File: config.mk
export PLATFORM = sky130hd
export DESIGN_NAME = separate56_act_sched
export DESIGN_NICKNAME = d
export VERILOG_FILES = /design/src/rtl/separate56_act_sched.sv
export SDC_FILE = /design/constraint.sdc
export NUM_CORES = 1
export LEC_CHECK = 0
export ABC_AREA = 1
export BUFFER_PORTS_ARGS = -buffer_cell sky130_fd_sc_hd__buf_2
export CAP_MARGIN = 5
export CORE_MARGIN = 2
export CORE_UTILIZATION = 40
export CTS_BUF_LIST = sky130_fd_sc_hd__clkbuf_8
export CTS_CLUSTER_SIZE = 14
export DETAILED_ROUTE_END_ITERATION = 8
export PLACE_DENSITY = 0.62
export SETUP_SLACK_MARGIN = 0.5
export SKIP_CTS_REPAIR_TIMING = 1
export SLEW_MARGIN = 30
export SYNTH_ARGS = -nofsm -noshare
export SYNTH_HDL_FRONTEND = slang
export SYNTH_SLANG_ARGS = --single-unit
File: constraint.sdc
create_clock -name Clk -period 1.7 [get_ports Clk]
set_input_delay 0.255 -clock Clk [delete_from_list [all_inputs] [get_ports Clk]]
set_output_delay 0.255 -clock Clk [all_outputs]
set_load 0.02 [all_outputs]
File: src/rtl/separate56_act_sched.sv
// Separate56 actuator scheduler: climate FSM with on/off dwell, door hold extension, buzzer staging.
// Optional macro SEPARATE56_ALARM_PREEMPT_EN lets alarm_req preempt and block climate drive.
module separate56_act_sched #(
  parameter int MIN_ON    = 8,
  parameter int MIN_OFF   = 4,
  parameter int DOOR_HOLD = 16
) (
  input  logic       Clk,
  input  logic       Rst,
  input  logic       heat_req,
  input  logic       cool_req,
  input  logic       fdoor_req,
  input  logic       rdoor_req,
  input  logic       winbuzz_req,
  input  logic       alarm_req,
  output logic       heater,
  output logic       cooler,
  output logic       fdoor,
  output logic       rdoor,
  output logic       winbuzz,
  output logic       alarmbuzz,
  output logic [1:0] climate_state,
  output logic       conflict
);

  typedef enum logic [1:0] {
    IDLE = 2'd0,
    HEAT = 2'd1,
    COOL = 2'd2,
    DEAD = 2'd3
  } climate_t;

  localparam logic [7:0] ON_LAST   = 8'(MIN_ON - 1);
  localparam logic [7:0] OFF_LAST  = 8'(MIN_OFF - 1);
  localparam logic [7:0] HOLD_LOAD = 8'(DOOR_HOLD);

  climate_t   state, state_nxt;
  logic [7:0] on_cnt, on_cnt_nxt;
  logic [7:0] off_cnt, off_cnt_nxt;
  logic [7:0] fhold, fhold_nxt;
  logic [7:0] rhold, rhold_nxt;
  logic       fdoor_q, rdoor_q;
  logic       dir_req;
  logic       preempt;

`ifdef SEPARATE56_ALARM_PREEMPT_EN
  assign preempt = alarm_req;
`else
  assign preempt = 1'b0;
`endif

  // Load on a sampled falling request, otherwise count down and stick at zero.
  function automatic logic [7:0] hold_next(input logic req, input logic req_q, input logic [7:0] hold);
    if (req_q && !req) begin
      return HOLD_LOAD;
    end else if (hold != 8'd0) begin
      return hold - 8'd1;
    end else begin
      return 8'd0;
    end
  endfunction

  always_comb begin
    state_nxt   = state;
    on_cnt_nxt  = on_cnt;
    off_cnt_nxt = off_cnt;
    dir_req     = (state == HEAT) ? heat_req : cool_req;
    case (state)
      IDLE: begin
        if (preempt) begin
          state_nxt = IDLE;
        end else if (heat_req) begin
          state_nxt  = HEAT;
          on_cnt_nxt = 8'd0;
        end else if (cool_req) begin
          state_nxt  = COOL;
          on_cnt_nxt = 8'd0;
        end else begin
          state_nxt = IDLE;
        end
      end
      HEAT, COOL: begin
        // Direction is locked until the drive has gone through DEAD.
        if (preempt || ((on_cnt == ON_LAST) && !dir_req)) begin
          state_nxt   = DEAD;
          off_cnt_nxt = 8'd0;
        end else if (on_cnt != ON_LAST) begin
          on_cnt_nxt = on_cnt + 8'd1;
        end else begin
          on_cnt_nxt = on_cnt;
        end
      end
      DEAD: begin
        if (off_cnt == OFF_LAST) begin
          state_nxt   = IDLE;
          off_cnt_nxt = 8'd0;
        end else begin
          off_cnt_nxt = off_cnt + 8'd1;
        end
      end
      default: begin
        state_nxt = IDLE;
      end
    endcase
    fhold_nxt = hold_next(fdoor_req, fdoor_q, fhold);
    rhold_nxt = hold_next(rdoor_req, rdoor_q, rhold);
  end

  always_ff @(posedge Clk or negedge Rst) begin
    if (!Rst) begin
      state     <= IDLE;
      on_cnt    <= 8'd0;
      off_cnt   <= 8'd0;
      fhold     <= 8'd0;
      rhold     <= 8'd0;
      fdoor_q   <= 1'b0;
      rdoor_q   <= 1'b0;
      heater    <= 1'b0;
      cooler    <= 1'b0;
      fdoor     <= 1'b0;
      rdoor     <= 1'b0;
      winbuzz   <= 1'b0;
      alarmbuzz <= 1'b0;
      conflict  <= 1'b0;
    end else begin
      state     <= state_nxt;
      on_cnt    <= on_cnt_nxt;
      off_cnt   <= off_cnt_nxt;
      fhold     <= fhold_nxt;
      rhold     <= rhold_nxt;
      fdoor_q   <= fdoor_req;
      rdoor_q   <= rdoor_req;
      heater    <= (state_nxt == HEAT);
      cooler    <= (state_nxt == COOL);
      fdoor     <= fdoor_req | (fhold_nxt != 8'd0);
      rdoor     <= rdoor_req | (rhold_nxt != 8'd0);
      winbuzz   <= winbuzz_req;
      alarmbuzz <= alarm_req;
      conflict  <= heat_req & cool_req;
    end
  end

  assign climate_state = state;

endmodule
==> impl_metrics.py, run 1 <==
metrics = {
    "status": {
        "status": "finished clean",
    },
    "global_routing": {
        "grt_pass1_vias": 1869,
        "grt_pass1_wl_mm": 8.30,
        "antenna_found_initial": 0,
        "grt-ovfl-total": 0,
        "grt_usage": 0.162,
        "grt_max_degree": 28,
    },
    "floorplan": {
        "initial_core_util": 0.411,
        "core_area_sq_um": 5850,
        "pin_count": 17,
        "dieArea_sq_um": 6650,
        "die_h_um": 81.6,
        "num_rows": 28,
        "die_w_um": 81.6,
    },
    "timing": {
        "hold_viol_final": 0,
        "tightest_slew_ns": 0.406,
        "period_minus_slack_ns": 1.54,
        "final.setup.tns_ns": 0,
        "slew_headroom": 0.730,
        "fmax_mhz": 651,
        "finalCritPeriodShare": 0.904,
        "rsz0062_at_grt": "yes",
        "finalSetupViolCount": 0,
        "skew_ns": 0.00663,
        "setup_ws_ns": 0.163,
        "drv_slew": 0,
    },
    "critical_path": {
        "cp_max_fo": 6,
        "slowest_stage": "dfrtp_2",
        "cp-end-kind": "flop",
        "worstSetupStartpointType": "flop",
        "crit_chain": "inv_2, ha_4, nand2_4, nor2_4, nand2_4, nand2_8, buf_6, buf_6, a21oi_2",
        "path_buf_inv": 3,
        "worstPathArrival_ns": 1.73,
        "worstSetupPathType": "reg -> reg",
        "cp_top_family": "flip-flops",
        "max_stage_delay_ns": 0.42,
        "worstPathRequired_ns": 1.89,
    },
    "drt": {
        "drc": 0,
        "wl_met3_um": 172,
        "avgRoutedWirePerCell_um": 12.7,
        "highest_layer": "met4",
        "drt-met1-wl_mm": 2.50,
        "drtPass1Iterations": 4,
        "viasPerCell": 4.83,
        "vias": 2140,
        "dr.first_iter.drc_count": 81,
        "antenna_left": 0,
        "dr_wl_met2_mm": 2.85,
        "wirelength_mm": 5.61,
    },
    "job": {
        "cap_violations": 0,
    },
    "power": {
        "vdd_drop_max_uv": 643,
        "totalPowerFinal_w": 0.00523,
        "p_leak_nw": 1.64,
        "p_per_area_nw_per_um2": 1580,
    },
    "synth": {
        "yosysSeqAreaShare": 0.447,
        "syn_inst": 314,
        "synth_area_sq_um": 2410,
        "syn-num-nets": 331,
        "ys_ff_latch": 43,
        "yosysWarnings": 0,
        "synth_cell_types": 27,
        "avgSynthCellArea_sq_um": 7.67,
    },
    "hold_path": {
        "min_path_type": "in -> reg",
    },
    "clock_tree": {
        "clk_path_buf_depth": 2,
        "htreeDepth": 2,
        "cts_tree": "built",
        "clk_pin_slew_worst_paths_ns": 0.08,
        "worstSkewPairLatency_ns": 0.30,
        "cts_made_buffers": 5,
        "clock-root-buffer": "clkbuf_8",
        "cts_sinks": 43,
    },
    "cells_and_area": {
        "nets": 384,
        "final_core_util": 0.565,
        "n_antenna_cell": 0,
        "area_delta_synth_final_pct": 37.3,
        "drive_above_1_share": 0.413,
    },
    "place": {
        "dp_hpwl_mm": 3.62,
        "gp_congestion": 0.867,
        "post-place-ws_ns": 0.0648,
        "portBuffers": 16,
    },
}
## Yosys cell counts, drive strengths merged
cell type  instances  area share
o21bai             4       0.012
nor3               1      0.0021
nor2              46       0.078
or2                1      0.0026
nand4              8       0.021
ha                 9       0.047
nand3b             1      0.0031
inv               52       0.081
xor2               6       0.022
buf                2      0.0068
a22oi              1      0.0052
dfrtp             43        0.45
a21oi              2      0.0042
and2               2      0.0052
o21ai             20       0.051
nand3             31       0.067
nand2             85        0.15
## logic make-up (layout without fill, tap and decap cells)
group                    Yosys count  count (layout)  synth area share
AND/OR/NAND/NOR                  175             176             0.324
buffers and inverters             54             107            0.0878
flip-flops                        43              43             0.447
AO/OA/AOI/OAI                     27              27            0.0728
adder cells (fa/ha/maj)            9               9            0.0468
XOR/XNOR                           6               6            0.0218
## path summary, 6_finish.rpt
| check | slack, ns | end | cells after the start | startpoint |
|---|---|---|---|---|
| max | 0.16 | off_cnt[2] | 9 | climate_state[0] |
| min | 0.06 | winbuzz | 1 | winbuzz_req |
| max reg2reg | 0.16 | off_cnt[2] | 9 | climate_state[0] |
| min reg2reg | 0.54 | on_cnt[7] | 2 | on_cnt[7] |
| max in group asynchronous | 0.80 | fhold[2] | 3 | Rst |
| min in group asynchronous | 0.41 | off_cnt[5] | 2 | Rst |
## report_power, final
| part | switching (W) | internal (W) | leakage (nW) |
|---|---|---|---|
| combinational | 0.00171 | 0.00125 | 1.05 |
| sequential | 0.000313 | 0.00132 | 0.543 |
| clock | 0.000360 | 0.000282 | 0.0453 |
| total | 0.00239 | 0.00285 | 1.64 |
## placed cells by master, fill, tap and decap left out, drive strengths merged
master | Yosys | routed
and2 | 2 | 2
clkinv | 0 | 1
dfrtp | 43 | 43
nand2 | 85 | 86
dlygate4sd3 | 0 | 1
a21oi | 2 | 2
o21bai | 4 | 4
xor2 | 6 | 6
inv | 52 | 53
nor3 | 1 | 1
nand3b | 1 | 1
nand4 | 8 | 8
clkbuf | 0 | 5
buf | 2 | 46
nand3 | 31 | 31
or2 | 1 | 1
ha | 9 | 9
nor2 | 46 | 46
clkinvlp | 0 | 1
o21ai | 20 | 20
a22oi | 1 | 1
## sequential cells by signal (all words and copies together) (netlist names)
signal         count
heater             1
cooler             1
rhold              8
off_cnt            8
fdoor_q            1
fdoor              1
climate_state      2
alarmbuzz          1
on_cnt             8
winbuzz            1
fhold              8
rdoor              1
rdoor_q            1
conflict           1
## stage by stage
stage               std cells  area [sq um]  hold slack [ns]
floorplan                 314          2460          -0.0406
global placement          406          2660            0.214
detailed placement        406          2660            0.213
CTS                       414          2740           -0.119
global route              443          3310           0.0430
finish                    443          3310           0.0559
## area by class of cell
class                      instances  area, sq um
timing repair buffer              47          358
clock inverter                     3         16.3
clock buffer                       5         68.8
multi-input combinational        218         1490
fill                             526         2540
tap                               75         93.8
inverter                          52          200
sequential                        43         1080
## per-layer routing
metal  vias to the layer above  global-route usage
li1                       1083                   -
met1                      1022               0.211
met2                        27               0.263
met3                         8              0.0385
met4                         0              0.0583
met5                         -                   0
(Power assumes the default switching activity.)
==> run 2: changes to the inputs <==
--- a/config.mk
+++ b/config.mk
@@ -11,3 +11,3 @@
 export CORE_MARGIN = 2
-export CORE_UTILIZATION = 40
+export CORE_UTILIZATION = 50
 export CTS_BUF_LIST = sky130_fd_sc_hd__clkbuf_8
@@ -15,3 +15,3 @@
 export DETAILED_ROUTE_END_ITERATION = 8
-export PLACE_DENSITY = 0.62
+export PLACE_DENSITY = 0.73
 export SETUP_SLACK_MARGIN = 0.5
==> constraint.sdc (replaced) <==
create_clock -name Clk -period 1.7 [get_ports Clk]
set_input_delay 0.085 -clock Clk [delete_from_list [all_inputs] [get_ports Clk]]
set_output_delay 0.085 -clock Clk [all_outputs]
set_load 0.02 [all_outputs]
==> run 2 against run 1 <==
Net effect:
- the run now ends with hold timing left
- final cell count is 6.8% lower
- fmax is 2.8% lower
- clock power is 47% higher
- register-to-register slack worse by 0.04 ns
- sequential power hardly changed
- cell area is 4.2% lower
- global-route usage is 2.4 points higher
- hold slack worse by 0.061 ns
==> impl_metrics.py, run 2 (synthesized netlist as in run 1, its figures left out) <==
metrics = {
    "status": {
        "status": "finished, violations left",
        "violations": "hold timing",
    },
    "timing": {
        "final.setup.tns_ns": 0,
        "finalSetupViolCount": 0,
        "fmax_mhz": 633,
        "skew_ns": 0.0129,
        "tightest_slew_ns": 0.416,
        "slew_headroom": 0.722,
        "rsz0062_at_grt": "yes",
        "period_minus_slack_ns": 1.58,
        "hold_viol_final": 1,
        "drv_slew": 0,
        "fin_hold_ws_ns": -0.00552,
        "finalCritPeriodShare": 0.930,
    },
    "job": {
        "cap_violations": 0,
    },
    "cells_and_area": {
        "drive_above_1_share": 0.340,
        "final_common_cell": "nand2_1",
        "nets": 375,
        "n_antenna_cell": 0,
        "layout_common_cells": "64 x nand2_1, 43 x inv_1, 40 x dfrtp_1, 32 x nor2_1, 20 x nand3_1",
        "area_delta_synth_final_pct": 31.5,
    },
    "clock_tree": {
        "cts_sinks": 43,
        "cts_tree": "built",
        "cts_made_buffers": 5,
        "clk_path_buf_depth": 2,
        "htreeDepth": 2,
        "clock-root-buffer": "clkbuf_8",
        "clk_pin_slew_worst_paths_ns": 0.09,
        "worstSkewPairLatency_ns": 0.30,
    },
    "place": {
        "dp_hpwl_mm": 3.27,
        "gp_congestion": 0.830,
        "portBuffers": 16,
    },
    "global_routing": {
        "grt_usage": 0.186,
        "grt_pass1_wl_mm": 7.89,
        "grt-ovfl-total": 0,
        "grt_max_degree": 44,
        "grt_pass1_vias": 1853,
        "antenna_found_initial": 0,
    },
    "power": {
        "clkPwrFrac": 0.182,
        "p_leak_nw": 1.60,
        "switchingPower_w": 0.00224,
        "switching_share": 0.432,
        "seq_power_share": 0.308,
        "p_per_area_nw_per_um2": 1640,
        "p_comb_frac": 0.510,
        "vdd_drop_max_uv": 658,
        "p_int_w": 0.00294,
    },
    "critical_path": {
        "cp_max_fo": 7,
        "cp-end-kind": "flop",
        "r2r_cells": 7,
        "worstSetupPathType": "reg -> reg",
        "worstPathRequired_ns": 1.89,
        "worstSetupStartpointType": "flop",
        "r2r-start": "climate_state[0]",
        "ff2ff_setup_slack_ns": 0.12,
        "r2r_end": "on_cnt[4]",
        "worstPathArrival_ns": 1.78,
        "crit_start": "climate_state[0]",
        "critPathCapture": "on_cnt[4]",
    },
    "hold_path": {
        "min_from": "fdoor_req",
        "min_path_type": "in -> reg",
    },
    "floorplan": {
        "die_h_um": 73.4,
        "dieArea_sq_um": 5390,
        "die_w_um": 73.4,
        "core_area_sq_um": 4690,
        "initial_core_util": 0.513,
        "pin_count": 17,
        "num_rows": 25,
    },
    "drt": {
        "viasPerCell": 5.16,
        "wirelength_mm": 5.51,
        "drc": 0,
        "avgRoutedWirePerCell_um": 13.3,
        "drtPass1Iterations": 5,
        "antenna_left": 0,
        "dr.first_iter.drc_count": 97,
        "vias": 2131,
    },
}
==> run 2: worst min-delay path by stage <==
stage	end	slack, ns	cells past startpoint
floorplan	alarmbuzz	-0.21	0
global placement	off_cnt[6]	0.07	2
detailed placement	off_cnt[6]	0.08	2
CTS	off_cnt[7]	-0.25	2
global route	fdoor	0.01	3
finish	fdoor	-0.006	3
==> run 2: worst max-delay path, stage by stage, from the launching register on <==
cell and delay (ns):
dfrtp_2 0.40, inv_2 0.06, ha_4 0.29, inv_2 0.08, o21ai_2 0.35, nand2_4 0.17
nand2_2 0.09, o21ai_2 0.04
==> run 2: stage by stage <==
stage | worst slack [ns] | cells | util | instance area, sq um | total power, W
after floorplan | 0.188 | 314 | - | 2460 | 0.00308
after global placement | 0.143 | 383 | 0.557 | 2610 | 0.00339
after detailed placement | 0.0610 | 383 | 0.557 | 2610 | 0.00346
after CTS | 0.0502 | 391 | 0.585 | 2750 | 0.00441
after global routing | 0.0598 | 413 | 0.675 | 3170 | 0.00558
final | 0.119 | 413 | 0.675 | 3170 | 0.00518
==> run 2: layout make-up <==
type | count | area [sq um]
fillers | 355 | 1530
multi-input cells | 218 | 1390
inverters | 52 | 205
clock inverters | 3 | 63.8
well taps | 54 | 67.6
repair buffers | 38 | 293
clock buffers | 5 | 68.8
flip-flops and latches | 43 | 1080
==> run 2: metal layers <==
metal / track usage / vias to the layer above / wire length (um)
li1: - / 1077 / -
met1: 0.245 / 992 / 2330
met2: 0.308 / 54 / 2850
met3: 0.0453 / 8 / 266
met4: 0.0465 / 0 / 65
met5: 0 / - / 0
==> run 2: power groups by stage <==
stage,sequential (W),combinational (W),clock [W]
3_3_place_gp,0.00156,0.00183,0
3_5_place_dp,0.00157,0.00189,0
2_1_floorplan,0.00158,0.00149,0
5_1_grt,0.00163,0.00294,0.00101
4_1_cts,0.00155,0.00190,0.000964
6_report,0.00160,0.00264,0.000941
